[src/rtl/vc_intc_pkg.sv]
// Shared register map and CTRL bit positions for the vc interrupt controller.
package vc_intc_pkg;

  localparam logic [3:0] REG_PEND  = 4'd0;
  localparam logic [3:0] REG_EN    = 4'd1;
  localparam logic [3:0] REG_MODE  = 4'd2;
  localparam logic [3:0] REG_POL   = 4'd3;
  localparam logic [3:0] REG_CLAIM = 4'd4;
  localparam logic [3:0] REG_CTRL  = 4'd5;
  localparam logic [3:0] REG_SET   = 4'd6;

  localparam int CTRL_GIE = 0;
  localparam int CTRL_IRQ = 1;

endpackage

[src/rtl/vc_intc_if.sv]
// I/O register bus between the execute unit and the interrupt controller.
interface vc_intc_if #(
  parameter int RV = 16
) ();
  logic [3:0]    io_addr;
  logic          io_write;
  logic          io_read;
  logic [RV-1:0] io_wdata;
  logic [RV-1:0] io_rdata;

  modport master (output io_addr, output io_write, output io_read, output io_wdata,
                  input io_rdata);
  modport slave  (input io_addr, input io_write, input io_read, input io_wdata,
                  output io_rdata);
endinterface

[src/rtl/vc_intc_src.sv]
// One interrupt source: optional synchroniser, polarity, edge history and
// the sticky edge-mode pending flop.
module vc_intc_src #(
  parameter bit SYNC = 1'b1
) (
  input  logic clk,
  input  logic reset,
  input  logic src_in,
  input  logic pol,
  input  logic mode,
  input  logic cfg_upd,
  input  logic set_req,
  input  logic clr_req,
  output logic pend
);

  logic s_raw;
  logic s;
  logic hist;
  logic rise;
  logic pend_e;

  generate
    if (SYNC) begin : g_sync
      logic sync1;
      logic sync2;
      // Two-flop synchroniser for the asynchronous source.
      always_ff @(posedge clk or negedge reset) begin
        if (!reset) begin
          sync1 <= 1'b0;
          sync2 <= 1'b0;
        end else begin
          sync1 <= src_in;
          sync2 <= sync1;
        end
      end
      assign s_raw = sync2;
    end else begin : g_nosync
      assign s_raw = src_in;
    end
  endgenerate

  assign s = s_raw ^ pol;
  // The cycle after a MODE/POL change compares against stale history, so it
  // must not count as an edge.
  assign rise = s & ~hist & ~cfg_upd;

  // Edge history always tracks the polarity-corrected level.
  always_ff @(posedge clk or negedge reset) begin
    if (!reset) hist <= 1'b0;
    else        hist <= s;
  end

  // Edge pending: set beats clear; level mode discards it.
  always_ff @(posedge clk or negedge reset) begin
    if (!reset)                pend_e <= 1'b0;
    else if (!mode)            pend_e <= 1'b0;
    else if (rise || set_req)  pend_e <= 1'b1;
    else if (clr_req)          pend_e <= 1'b0;
  end

  assign pend = mode ? pend_e : s;

endmodule

[src/rtl/vc_intc.sv]
// Parametrised interrupt controller: per-source config registers, claim
// priority encoder, register read mux and the registered interrupt request.
module vc_intc
  import vc_intc_pkg::*;
#(
  parameter int NSRC = 8,
  parameter int RV   = 16,
  parameter bit SYNC = 1'b1
) (
  input  logic            clk,
  input  logic            reset,
  input  logic [NSRC-1:0] src,
  vc_intc_if.slave        bus,
  output logic            interrupt
);

  logic [NSRC-1:0] en;
  logic [NSRC-1:0] mode;
  logic [NSRC-1:0] pol;
  logic [NSRC-1:0] cfg_upd;
  logic [NSRC-1:0] pend;
  logic [NSRC-1:0] active;
  logic [NSRC-1:0] claim_oh;
  logic [RV-1:0]   claim_val;
  logic            gie;
  logic            wr_pend, wr_en, wr_mode, wr_pol, wr_ctrl, wr_set, rd_claim;
  logic            unused_wdata;

  assign wr_pend  = bus.io_write && (bus.io_addr == REG_PEND);
  assign wr_en    = bus.io_write && (bus.io_addr == REG_EN);
  assign wr_mode  = bus.io_write && (bus.io_addr == REG_MODE);
  assign wr_pol   = bus.io_write && (bus.io_addr == REG_POL);
  assign wr_ctrl  = bus.io_write && (bus.io_addr == REG_CTRL);
  assign wr_set   = bus.io_write && (bus.io_addr == REG_SET);
  assign rd_claim = bus.io_read  && (bus.io_addr == REG_CLAIM);

  assign unused_wdata = ^bus.io_wdata;
  assign active = pend & en;

  generate
    for (genvar i = 0; i < NSRC; i++) begin : g_src
      vc_intc_src #(.SYNC(SYNC)) u_src (
        .clk     (clk),
        .reset   (reset),
        .src_in  (src[i]),
        .pol     (pol[i]),
        .mode    (mode[i]),
        .cfg_upd (cfg_upd[i]),
        .set_req (wr_set & bus.io_wdata[i]),
        .clr_req ((wr_pend & bus.io_wdata[i]) | (rd_claim & claim_oh[i])),
        .pend    (pend[i])
      );
    end
  endgenerate

  // Lowest-index enabled pending source wins the claim.
  always_comb begin
    claim_oh  = '0;
    claim_val = '0;
    for (int i = NSRC - 1; i >= 0; i--) begin
      if (active[i]) begin
        claim_oh    = '0;
        claim_oh[i] = 1'b1;
        claim_val   = RV'(i + 1);
      end
    end
  end

  // Configuration registers; cfg_upd flags sources whose MODE/POL bit flips.
  always_ff @(posedge clk or negedge reset) begin
    if (!reset) begin
      en      <= '0;
      mode    <= '0;
      pol     <= '0;
      gie     <= 1'b0;
      cfg_upd <= '0;
    end else begin
      cfg_upd <= (wr_mode ? (bus.io_wdata[NSRC-1:0] ^ mode) : '0)
               | (wr_pol  ? (bus.io_wdata[NSRC-1:0] ^ pol)  : '0);
      if (wr_en)   en   <= bus.io_wdata[NSRC-1:0];
      if (wr_mode) mode <= bus.io_wdata[NSRC-1:0];
      if (wr_pol)  pol  <= bus.io_wdata[NSRC-1:0];
      if (wr_ctrl) gie  <= bus.io_wdata[CTRL_GIE];
    end
  end

  // Registered request to the execute unit.
  always_ff @(posedge clk or negedge reset) begin
    if (!reset) interrupt <= 1'b0;
    else        interrupt <= gie && (|active);
  end

  // Combinational register read mux.
  always_comb begin
    bus.io_rdata = '0;
    case (bus.io_addr)
      REG_PEND:  bus.io_rdata = RV'(pend);
      REG_EN:    bus.io_rdata = RV'(en);
      REG_MODE:  bus.io_rdata = RV'(mode);
      REG_POL:   bus.io_rdata = RV'(pol);
      REG_CLAIM: bus.io_rdata = claim_val;
      REG_CTRL: begin
        bus.io_rdata[CTRL_GIE] = gie;
        bus.io_rdata[CTRL_IRQ] = interrupt;
      end
      default:   bus.io_rdata = '0;
    endcase
  end

endmodule

[src/flat_wrapper.sv]
// flat-port wrapper written by rule: the top's interface ports become plain ports
module vc_intc_flat import vc_intc_pkg::*;
#(
  parameter int NSRC = 8,
  parameter int RV   = 16,
  parameter bit SYNC = 1'b1
)
  (clk, reset, src, interrupt, bus_io_addr, bus_io_write, bus_io_read, bus_io_wdata, bus_io_rdata);
  vc_intc_if #(.RV(RV)) bus_i ();
  input  logic clk;
  input  logic reset;
  input  logic [NSRC-1:0] src;
  output logic interrupt;
  input wire logic [$bits(bus_i.io_addr)-1:0] bus_io_addr;
  input wire logic [$bits(bus_i.io_write)-1:0] bus_io_write;
  input wire logic [$bits(bus_i.io_read)-1:0] bus_io_read;
  input wire logic [$bits(bus_i.io_wdata)-1:0] bus_io_wdata;
  output wire logic [$bits(bus_i.io_rdata)-1:0] bus_io_rdata;
  assign bus_i.io_addr = bus_io_addr;
  assign bus_i.io_write = bus_io_write;
  assign bus_i.io_read = bus_io_read;
  assign bus_i.io_wdata = bus_io_wdata;
  assign bus_io_rdata = bus_i.io_rdata;
  vc_intc #(.NSRC(NSRC), .RV(RV), .SYNC(SYNC)) u_core (.clk(clk), .reset(reset), .src(src), .bus(bus_i), .interrupt(interrupt));
endmodule
[config.mk]
export PLATFORM = sky130hd
export DESIGN_NAME = vc_intc_flat
export DESIGN_NICKNAME = d
export VERILOG_FILES = /design/src/rtl/vc_intc_pkg.sv /design/src/rtl/vc_intc_if.sv /design/src/rtl/vc_intc_src.sv /design/src/rtl/vc_intc.sv /design/src/flat_wrapper.sv
export SDC_FILE = /design/constraint.sdc
export NUM_CORES = 1
export LEC_CHECK = 0
export ABC_CLOCK_PERIOD_IN_PS = 1900
export CAP_MARGIN = 20
export CORE_MARGIN = 2
export CORE_UTILIZATION = 37
export CTS_BUF_LIST = sky130_fd_sc_hd__clkbuf_8
export DETAILED_ROUTE_END_ITERATION = 7
export HOLD_SLACK_MARGIN = 0.1
export PLACE_DENSITY = 0.55
export REMOVE_ABC_BUFFERS = 1
export SLEW_MARGIN = 20
export SYNTH_ARGS = -nofsm -noshare
export SYNTH_HDL_FRONTEND = slang
export SYNTH_SLANG_ARGS = --single-unit
export TNS_END_PERCENT = 30
[constraint.sdc]
create_clock -name clk -period 1.9 [get_ports clk]
set_input_delay 0.38 -clock clk [delete_from_list [all_inputs] [get_ports clk]]
set_output_delay 0.38 -clock clk [all_outputs]
set_load 0.02 [all_outputs]
==> results.md, run 1 <==
Clock tree:
- Counting every sink on the clock net gives 66.
- The cell sitting at the root of the clock tree is a sky130_fd_sc_hd__clkbuf_8.
- After clock tree synthesis, the clock-pin slew on the worst setup and hold paths is 0.08 ns.
- The clock passes through at most 2 buffers.
- The clock tree from TritonCTS is yes.
- The source-to-sink clock delay at the later pin of the worst-skew pair is 0.35 ns.
- The depth of the CTS H-tree is 3.
- The number of clock buffers added by TritonCTS is 9.

Global routing:
- Global routing consumed, over all layers together, between 10% and 20% of the routing resources.
- The global-route wire length before repair is roughly 14 mm.
- The maximum number of pins on one net before global-route repair is 67.
- The number of antenna violations at the first check in global routing is 0.
- The global route total overflow is 0.
- The number of global-route vias before repair came to ~2600.

Outcome:
- The checks that failed: setup timing.
- The flow ran to the end, but the final reports show violations.

Power:
- The areal power density over the cells is 991.1 nW/um^2.
- For this design the static power due to leakage is 2.117 nW.
- The peak supply drop is between 0.6 and 0.7 mV.

Die:
- Measured along the y axis, the die boundary spans ~100 microns.
- The width of the die is between 90 and 100 microns.
- The number of standard-cell rows in the floorplan is 34.
- 49 I/O pins were placed.
- The floorplan step defined a core boundary enclosing around 8600 sq um.
- The die covers 9505 sq um.
- The effective utilization at floorplan is between 30% and 40%.

Drt:
- The average wire per cell in the routed design is around 17 microns.
- The final layout contains routed wiring with a total length of ~8.6 mm.
- The number of antenna-violating nets in the routed design is 0.
- The via-per-instance ratio is 5.014.
- The number of design rule violations left after detail routing is 0.
- The routed layout has around 2600 vias.
- The first routing iteration left 81 violations.
- The iteration count of the initial detailed-routing pass is 4.

Layout:
- 0 antenna diodes ended up in the layout.
- The cell area after layout is 4598 sq um.
- The finished layout holds 516 standard cells, fillers aside.
- The final net count is ~440.
- The area growth from synthesis to layout is 42.17%.
- The share of cells above drive strength 1 is between 30% and 40%.

Worst hold path:
- The path class of the tightest hold or removal check is flop to flop.

Placed design:
- The congestion estimate from routability-driven global placement came to 0.8239.
- The instance count after placement with tap cells included is roughly 500.
- The number of port buffers is 32.
- The post-placement cell area is between 4000 and 5000 sq um.
- Detailed placement finished with a half-perimeter wire length of between 5 and 6 mm.
- The worst setup timing slack at the placement stage is -1.122 ns.

STA:
- The share of the clock period used by the worst path after layout is 124.7%.
- The number of pins exceeding their max-slew limit in the final report is 0.
- The highest clock frequency the design can meet is ~420 MHz.
- Setup violations remaining at the end of the flow were counted as 9.
- The final worst clock skew is around 0.0094 ns.
- The final hold violation count is 0.
- The setup slack of the critical path after layout is -0.4698 ns.
- Setup repair after global routing could not meet its margin everywhere.
- The routed design could run at a clock period as short as ~2.4 ns.

Setup path:
- The worst setup path is launched from a flop.
- The critical path class is flop to output port.
- The capturing point of the worst reg2reg path is u_core.g_src[7].u_src.pend_e$_DFFE_PN0P_.
- Tracing the worst setup path back leads to its startpoint at u_core.g_src[1].u_src.g_sync.sync2$_DFF_PN0_.
- The worst path required time is approximately 1.5 ns.
- In this run the worst path has a maximum fanout of 5.
- The most frequent cell on the critical path is sky130_fd_sc_hd__buf_4.
- The worst-case register-to-register setup slack is -0.04 ns.
- The master of the slowest instance on the critical path is sky130_fd_sc_hd__dfrtp_1.
- The launch point of the worst reg-to-reg path is u_core.g_src[5].u_src.g_sync.sync2$_DFF_PN0_.
- Walking the worst path, the cells encountered are xnor2_2, inv_2, o211ai_2, buf_4, nor2b_1, a311oi_1, o22ai_1, buf_4.
- STA classifies the critical path endpoint as an output port.
- For the worst flop-to-flop path, the logic depth is 8.
- The critical path ends at bus_io_rdata[0].
- The critical path data arrival time is 1.99 ns.
- The largest stage delay on the critical path is 0.40 ns.

Yosys:
- After synthesis, the netlist uses 48 different library cells.
- For this run, the number of Yosys warnings is 0.
- The number of storage elements in the synthesis netlist is 66.
- The share of flip-flops with an asynchronous set or reset is 100.0%.
- The per-instance average area after synthesis is 11.63 sq um.
- Summing the sequential cell areas from Yosys gives 51.06% of the chip area.
- For this run, the leading register cell type out of synthesis is sky130_fd_sc_hd__dfrtp_1.
- The gate count after technology mapping is roughly 280.
- In this run, synthesis inferred 0 flip-flops with an integrated enable.
- The total standard cell area after synthesis is ~3200 sq um.

Job:
- The tool flagged a number of max-cap violations equal to 0.
==> worst min-delay path by stage <==
stage / from / end / slack (ns) / depth (start not counted)
3_5_place_dp: u_core.g_src[4].u_src.g_sync.sync1$_DFF_PN0_ / u_core.g_src[4].u_src.g_sync.sync2$_DFF_PN0_ / 0.33 / 0
2_1_floorplan: reset / u_core.cfg_upd[0]$_DFF_PN0_ / 0.08 / 0
6_report: u_core.g_src[4].u_src.g_sync.sync1$_DFF_PN0_ / u_core.g_src[4].u_src.g_sync.sync2$_DFF_PN0_ / 0.35 / 0
3_3_place_gp: u_core.g_src[5].u_src.g_sync.sync1$_DFF_PN0_ / u_core.g_src[5].u_src.g_sync.sync2$_DFF_PN0_ / 0.33 / 0
4_1_cts: u_core.g_src[4].u_src.g_sync.sync1$_DFF_PN0_ / u_core.g_src[4].u_src.g_sync.sync2$_DFF_PN0_ / 0.35 / 0
5_1_grt: u_core.g_src[7].u_src.g_sync.sync1$_DFF_PN0_ / u_core.g_src[7].u_src.g_sync.sync2$_DFF_PN0_ / 0.36 / 0
==> power breakdown <==
part	internal (mW)	leakage, nW	total [mW]	switching (mW)
clock network	0.497	0.0892	1.05	0.553
registers	1.64	0.817	1.82	0.173
logic	0.924	1.21	1.69	0.765
==> stage by stage <==
| stage | util (%) | TNS (ns) | hold slack [ns] | power [mW] |
|---|---|---|---|---|
| 2_1_floorplan | - | -0.3471 | 0.08441 | 2.493 |
| 3_3_place_gp | 49.26 | -21.75 | 0.3326 | 3.311 |
| 3_5_place_dp | 49.26 | -21.53 | 0.3347 | 3.326 |
| 4_1_cts | 53.17 | -2.369 | 0.3516 | 4.554 |
| 5_1_grt | 53.51 | -3.199 | 0.3604 | 4.824 |
| 6_report | 53.51 | -2.442 | 0.3492 | 4.557 |
==> what timing repair did <==
action                                 in CTS  in global routing
setup buffers                               9                  1
hold buffers                                1                  0
setup endpoints to repair                  37                 11
pin swaps                                  23                  5
endpoints found under the hold margin      66                  0
resized for setup                          79                  4
==> placed cells by master, fill, tap and decap left out, drive strengths merged, types with 10 or more instances in the layout <==
| cell | Yosys | routed |
|---|---|---|
| clkbuf | 0 | 10 |
| o211ai | 12 | 12 |
| buf | 17 | 100 |
| dfrtp | 66 | 66 |
| nor2 | 22 | 22 |
| clkdlybuf4s50 | 0 | 19 |
| mux2 | 25 | 25 |
| nand2 | 15 | 15 |
| xor2 | 14 | 14 |
| o21ai | 11 | 11 |
| mux2i | 12 | 12 |
==> worst max-delay path: cells and delay by family, from the launching register on <==
kind            cells  cell delay [ns]
xor+xnor            1             0.19
simple gates        1             0.16
compound gates      3             0.48
flops               1             0.40
buf+inv             3             0.41
==> kinds of logic (layout without fill, tap and decap cells) <==
| family | count (synthesis) | count (layout) | share of synthesized area (%) |
|---|---|---|---|
| and+or+nand+nor | 69 | 69 | 12.30 |
| DFF | 66 | 66 | 51.06 |
| AOI/OAI and AO/OA | 65 | 65 | 14.82 |
| muxes | 37 | 37 | 12.42 |
| buffers and inverters | 24 | 147 | 4.719 |
| xor gates and xnor gates | 16 | 16 | 4.565 |
| other | 1 | 8 | 0.1159 |
==> sequential cells by signal, summed over array words and instances, names as in the netlist <==
| signal | cells |
|---|---|
| u_core.cfg_upd | 8 |
| u_core.en | 8 |
| u_core.g_src.u_src.g_sync.sync1 | 8 |
| u_core.g_src.u_src.g_sync.sync2 | 8 |
| u_core.g_src.u_src.hist | 8 |
| u_core.g_src.u_src.pend_e | 8 |
| u_core.mode | 8 |
| u_core.pol | 8 |
| u_core.gie | 1 |
| u_core.interrupt | 1 |
==> cell usage after synthesis (3+ instances only) <==
cell type / instances / area share, %
sky130_fd_sc_hd__mux2_1: 16 / 5.6
sky130_fd_sc_hd__nor2_1: 21 / 2.4
sky130_fd_sc_hd__mux2_2: 9 / 3.1
sky130_fd_sc_hd__dfrtp_1: 66 / 51
sky130_fd_sc_hd__mux2i_1: 12 / 3.7
sky130_fd_sc_hd__a22oi_1: 6 / 1.4
sky130_fd_sc_hd__buf_2: 5 / 0.77
sky130_fd_sc_hd__nand4b_1: 4 / 1.1
sky130_fd_sc_hd__buf_6: 3 / 1.0
sky130_fd_sc_hd__nand2_1: 15 / 1.7
sky130_fd_sc_hd__nor3_1: 3 / 0.46
sky130_fd_sc_hd__inv_1: 5 / 0.58
sky130_fd_sc_hd__o211ai_1: 7 / 1.6
sky130_fd_sc_hd__nand2b_1: 8 / 1.5
sky130_fd_sc_hd__a21boi_1: 8 / 1.9
sky130_fd_sc_hd__o211ai_2: 5 / 1.9
sky130_fd_sc_hd__a21oi_1: 6 / 0.93
sky130_fd_sc_hd__buf_4: 9 / 2.1
sky130_fd_sc_hd__a211oi_1: 8 / 1.9
sky130_fd_sc_hd__xor2_1: 14 / 3.8
sky130_fd_sc_hd__o21ai_0: 9 / 1.4
==> layer usage <==
metal / global-route usage [%] / routed length, microns
met2: 30.45 / 4040
met5: 0 / 0
met3: 5.180 / 407
met4: 5.662 / 171
met1: 25.37 / 3941
==> cell type report <==
cell class,instances,area (sq um)
flip-flops and latches,66,1652
repair buffers,124,1030
clock buffers,10,137.6
fillers,775,3995
clock inverters,6,33.78
inverters,7,26.28
multi-input cells,195,1584
well taps,108,135.1
No activity file was read; power rests on OpenSTA's default activity.
==> run 2: changes to the inputs <==
--- a/config.mk
+++ b/config.mk
@@ -7,7 +7,7 @@
 export LEC_CHECK = 0
 export ABC_CLOCK_PERIOD_IN_PS = 1900
 export CAP_MARGIN = 20
-export CORE_MARGIN = 2
+export CORE_MARGIN = 4
 export CORE_UTILIZATION = 37
 export CTS_BUF_LIST = sky130_fd_sc_hd__clkbuf_8
 export DETAILED_ROUTE_END_ITERATION = 7
==> run 2 against run 1 <==
- the flow still finishes with violations (setup timing)
- final area rose by 3.2%
- sequential share of layout area fell by 1.1 points
- combinational power rose by 2%
- flip-flop and latch count did not move
- first-iteration DRC count fell by 8.6%
- utilization rose by 3.4 points
- register-to-register slack barely moved
- total power rose by 10%
- die area rose by 8.4%
- final cell count rose by 0.97%
- wire length rose by 1.4%
- critical path type unchanged
- highest routed layer unchanged
==> results.md, run 2 (synthesized netlist as in run 1, its figures left out) <==
Layout:
- After the last flow step, the layout net total stands at 443.
- Cells fill roughly 57% of the core in the end.
- The area growth from synthesis to final layout is 46.65%.
- In the layout the commonest cells are sky130_fd_sc_hd__buf_4 (98), sky130_fd_sc_hd__dfrtp_1 (66), sky130_fd_sc_hd__nor2_1 (19), sky130_fd_sc_hd__clkdlybuf4s50_1 (19), sky130_fd_sc_hd__mux2_1 (16).
- The antenna diode instance count is 0.
- Fill cells in the final layout number approximately 760.
- The share of cells above drive strength 1 is approximately two fifths.
- The most common cell after layout, fill and taps aside is sky130_fd_sc_hd__buf_4.
- After routing the design area is approximately 4700 sq um.

Setup path:
- STA classifies the critical path endpoint as an output port.
- For the worst setup path, the data required time is 1.52 ns.
- The worst setup path is of the flop to output port kind.
- In this run the worst path has a maximum fanout of 5.
- The setup check on the worst reg-to-reg path leaves a slack of -0.04 ns.
- Data on the critical path arrives at its endpoint at just under 2 ns.
- The startpoint class of the critical path is a flop.

STA:
- The smallest clock period supported by the final layout is computed as 2.328 ns.
- Setup repair after global routing could not meet its margin everywhere.
- The final hold violation count is 0.
- The final critical path takes up 122.5% of the cycle.
- The number of pins exceeding their max-slew limit in the final report is 0.
- The highest clock frequency the design can meet is 429.5 MHz.
- After layout, the worst setup slack is -0.4282 ns.
- The final worst clock skew is roughly 0.013 ns.
- The setup violation total in the final timing report is 9.
- Adding up every negative setup slack in the final design gives -2.273 ns.
- Hold is met by between 0.3 and 0.4 ns.

Drt:
- The number of design rule violations left after detail routing is 0.
- The overall via count from detail_route is 2640.
- The first detailed-routing pass ran for 5 iterations.
- The total wire length after detailed routing is a little under 9 mm.
- The average wire per cell in the routed design is ~17 microns.
- In the routed layout, each cell is associated on average with a via count of roughly 5.1.
- For this block, the initial DRC count from the detailed router was 74.
- The number of antenna-violating nets in the routed design is 0.

Placed design:
- After legalization and detailed placement, the total HPWL measured between 5 and 6 mm.
- In this run the cell area measured after placement is 4244 sq um.
- The number of port buffers is 32.
- The worst setup timing slack at the placement stage is -1.009 ns.
- The congestion estimate from routability-driven global placement came to between 0.8 and 0.9.

Clock tree:
- Buffers inserted during clock tree synthesis total 9.
- The source-to-sink clock delay at the later pin of the worst-skew pair is 0.35 ns.
- After clock tree synthesis, the clock-pin slew on the worst setup and hold paths is approximately 0.090 ns.
- The number of buffers on the longest clock path is 2.
- The clock tree from TritonCTS is yes.
- Clock tree synthesis found a total of 66 sinks.
- The depth of the CTS H-tree is 3.
- The clock tree root buffer cell is sky130_fd_sc_hd__clkbuf_8.

Die:
- Measured along the x axis, the die boundary spans around 100 microns.
- After floorplanning, the core was divided into 33 placement rows.
- From bottom edge to top edge, the die measures roughly 100 microns.
- The core footprint is roughly 8300 sq um.
- Once the floorplan was initialized, standard cells occupied slightly below 40% of the core.
- Pin placement for this block handled 49 I/O pins.
- The floorplan step defined a die boundary enclosing around 10000 sq um.

Outcome:
- The final reports fail on setup timing.
- The flow ran to the end, but the final reports show violations.

Power:
- The peak supply drop is between 0.4 and 0.5 mV.
- The reported leakage power is between 2 and 2.5 nW.
- The areal power density over the cells is between 1000 and 1500 nW/um^2.

Global routing:
- Global routing consumed, over all layers together, between 10% and 20% of the routing resources.
- The number of global-route vias before repair was about 2800.
- The number of antenna violations at the first check in global routing is 0.
- The global route total overflow is 0.
- The maximum number of pins on one net before global-route repair is 67.
- The first global-routing pass estimated between 10 and 15 mm of wire.

Worst hold path:
- The worst hold path class is flop to flop.

Job:
- Across the run, the number of max-cap violations was 0.
-- run 2: changes by cell type in the layout (fill, tap and decap cells not counted), moves of 2 or more --
cell	delta
sky130_fd_sc_hd__buf_4	+8
sky130_fd_sc_hd__bufinv_16	+3
sky130_fd_sc_hd__clkinv_2	-3
sky130_fd_sc_hd__clkinv_4	+3
sky130_fd_sc_hd__buf_2	+2
sky130_fd_sc_hd__clkinvlp_4	-2
sky130_fd_sc_hd__dlygate4sd2_1	-2
sky130_fd_sc_hd__xor2_1	-2
sky130_fd_sc_hd__xor2_2	+2
-- run 2: layer usage --
layer	vias up	part of all wire [%]	track usage (%)
met5	-	0	0
met1	1311	46	24.51
met4	0	1.6	5.215
li1	1263	-	-
met3	12	4.5	4.545
met2	54	48	28.67
-- run 2: layout make-up --
cell class	count	area (sq um)	area share (%)
Tap cell	105	131.4	2.770
Multi-Input combinational cell	195	1599	33.71
Clock inverter	7	125.1	2.638
Sequential cell	66	1652	34.82
Timing Repair Buffer	132	1086	22.90
Clock buffer	9	123.9	2.611
Inverter	7	26.28	0.5539
-- run 2: worst max-delay path, stage by stage (launching register included) --
cell and delay (ns):
sky130_fd_sc_hd__dfrtp_1 0.40, sky130_fd_sc_hd__xnor2_2 0.19, sky130_fd_sc_hd__inv_2 0.06, sky130_fd_sc_hd__o211ai_2 0.19
sky130_fd_sc_hd__buf_4 0.17, sky130_fd_sc_hd__nor2b_1 0.14, sky130_fd_sc_hd__a311oi_1 0.06, sky130_fd_sc_hd__o22ai_1 0.20
sky130_fd_sc_hd__buf_4 0.18
-- run 2: through the flow --
| step | power [mW] | instances |
|---|---|---|
| after floorplan | 2.493 | 268 |
| after global placement | 3.311 | 490 |
| after detailed placement | 3.329 | 490 |
| after CTS | 4.993 | 517 |
| after global routing | 5.306 | 521 |
| final | 5.021 | 521 |
-- run 2: timing repair --
action	in CTS	in global routing
hold buffers	1	0
gates resized for setup	88	8
endpoints found under the hold margin	66	0
gates cloned	1	0
pin swaps	19	3
endpoints found under the setup margin	38	15
setup buffers	10	4
-- run 2: worst paths after layout --
kind	start	endpoint	cells past startpoint
worst max-delay path	u_core.g_src[1].u_src.g_sync.sync2$_DFF_PN0_	bus_io_rdata[0]	8
worst min-delay path	u_core.g_src[0].u_src.g_sync.sync1$_DFF_PN0_	u_core.g_src[0].u_src.g_sync.sync2$_DFF_PN0_	0
worst max register to register	u_core.g_src[6].u_src.g_sync.sync2$_DFF_PN0_	u_core.g_src[7].u_src.pend_e$_DFFE_PN0P_	8
worst min register to register	u_core.g_src[0].u_src.g_sync.sync1$_DFF_PN0_	u_core.g_src[0].u_src.g_sync.sync2$_DFF_PN0_	0
max in group asynchronous	reset	u_core.mode[7]$_DFFE_PN0P_	3
min in group asynchronous	reset	u_core.g_src[5].u_src.g_sync.sync1$_DFF_PN0_	3
-- run 2: report_power, final --
group	internal (mW)	switching [mW]	leakage [nW]
Sequential	1.64	0.163	0.817
Combinational	0.953	0.773	1.25
Clock	0.883	0.605	0.124
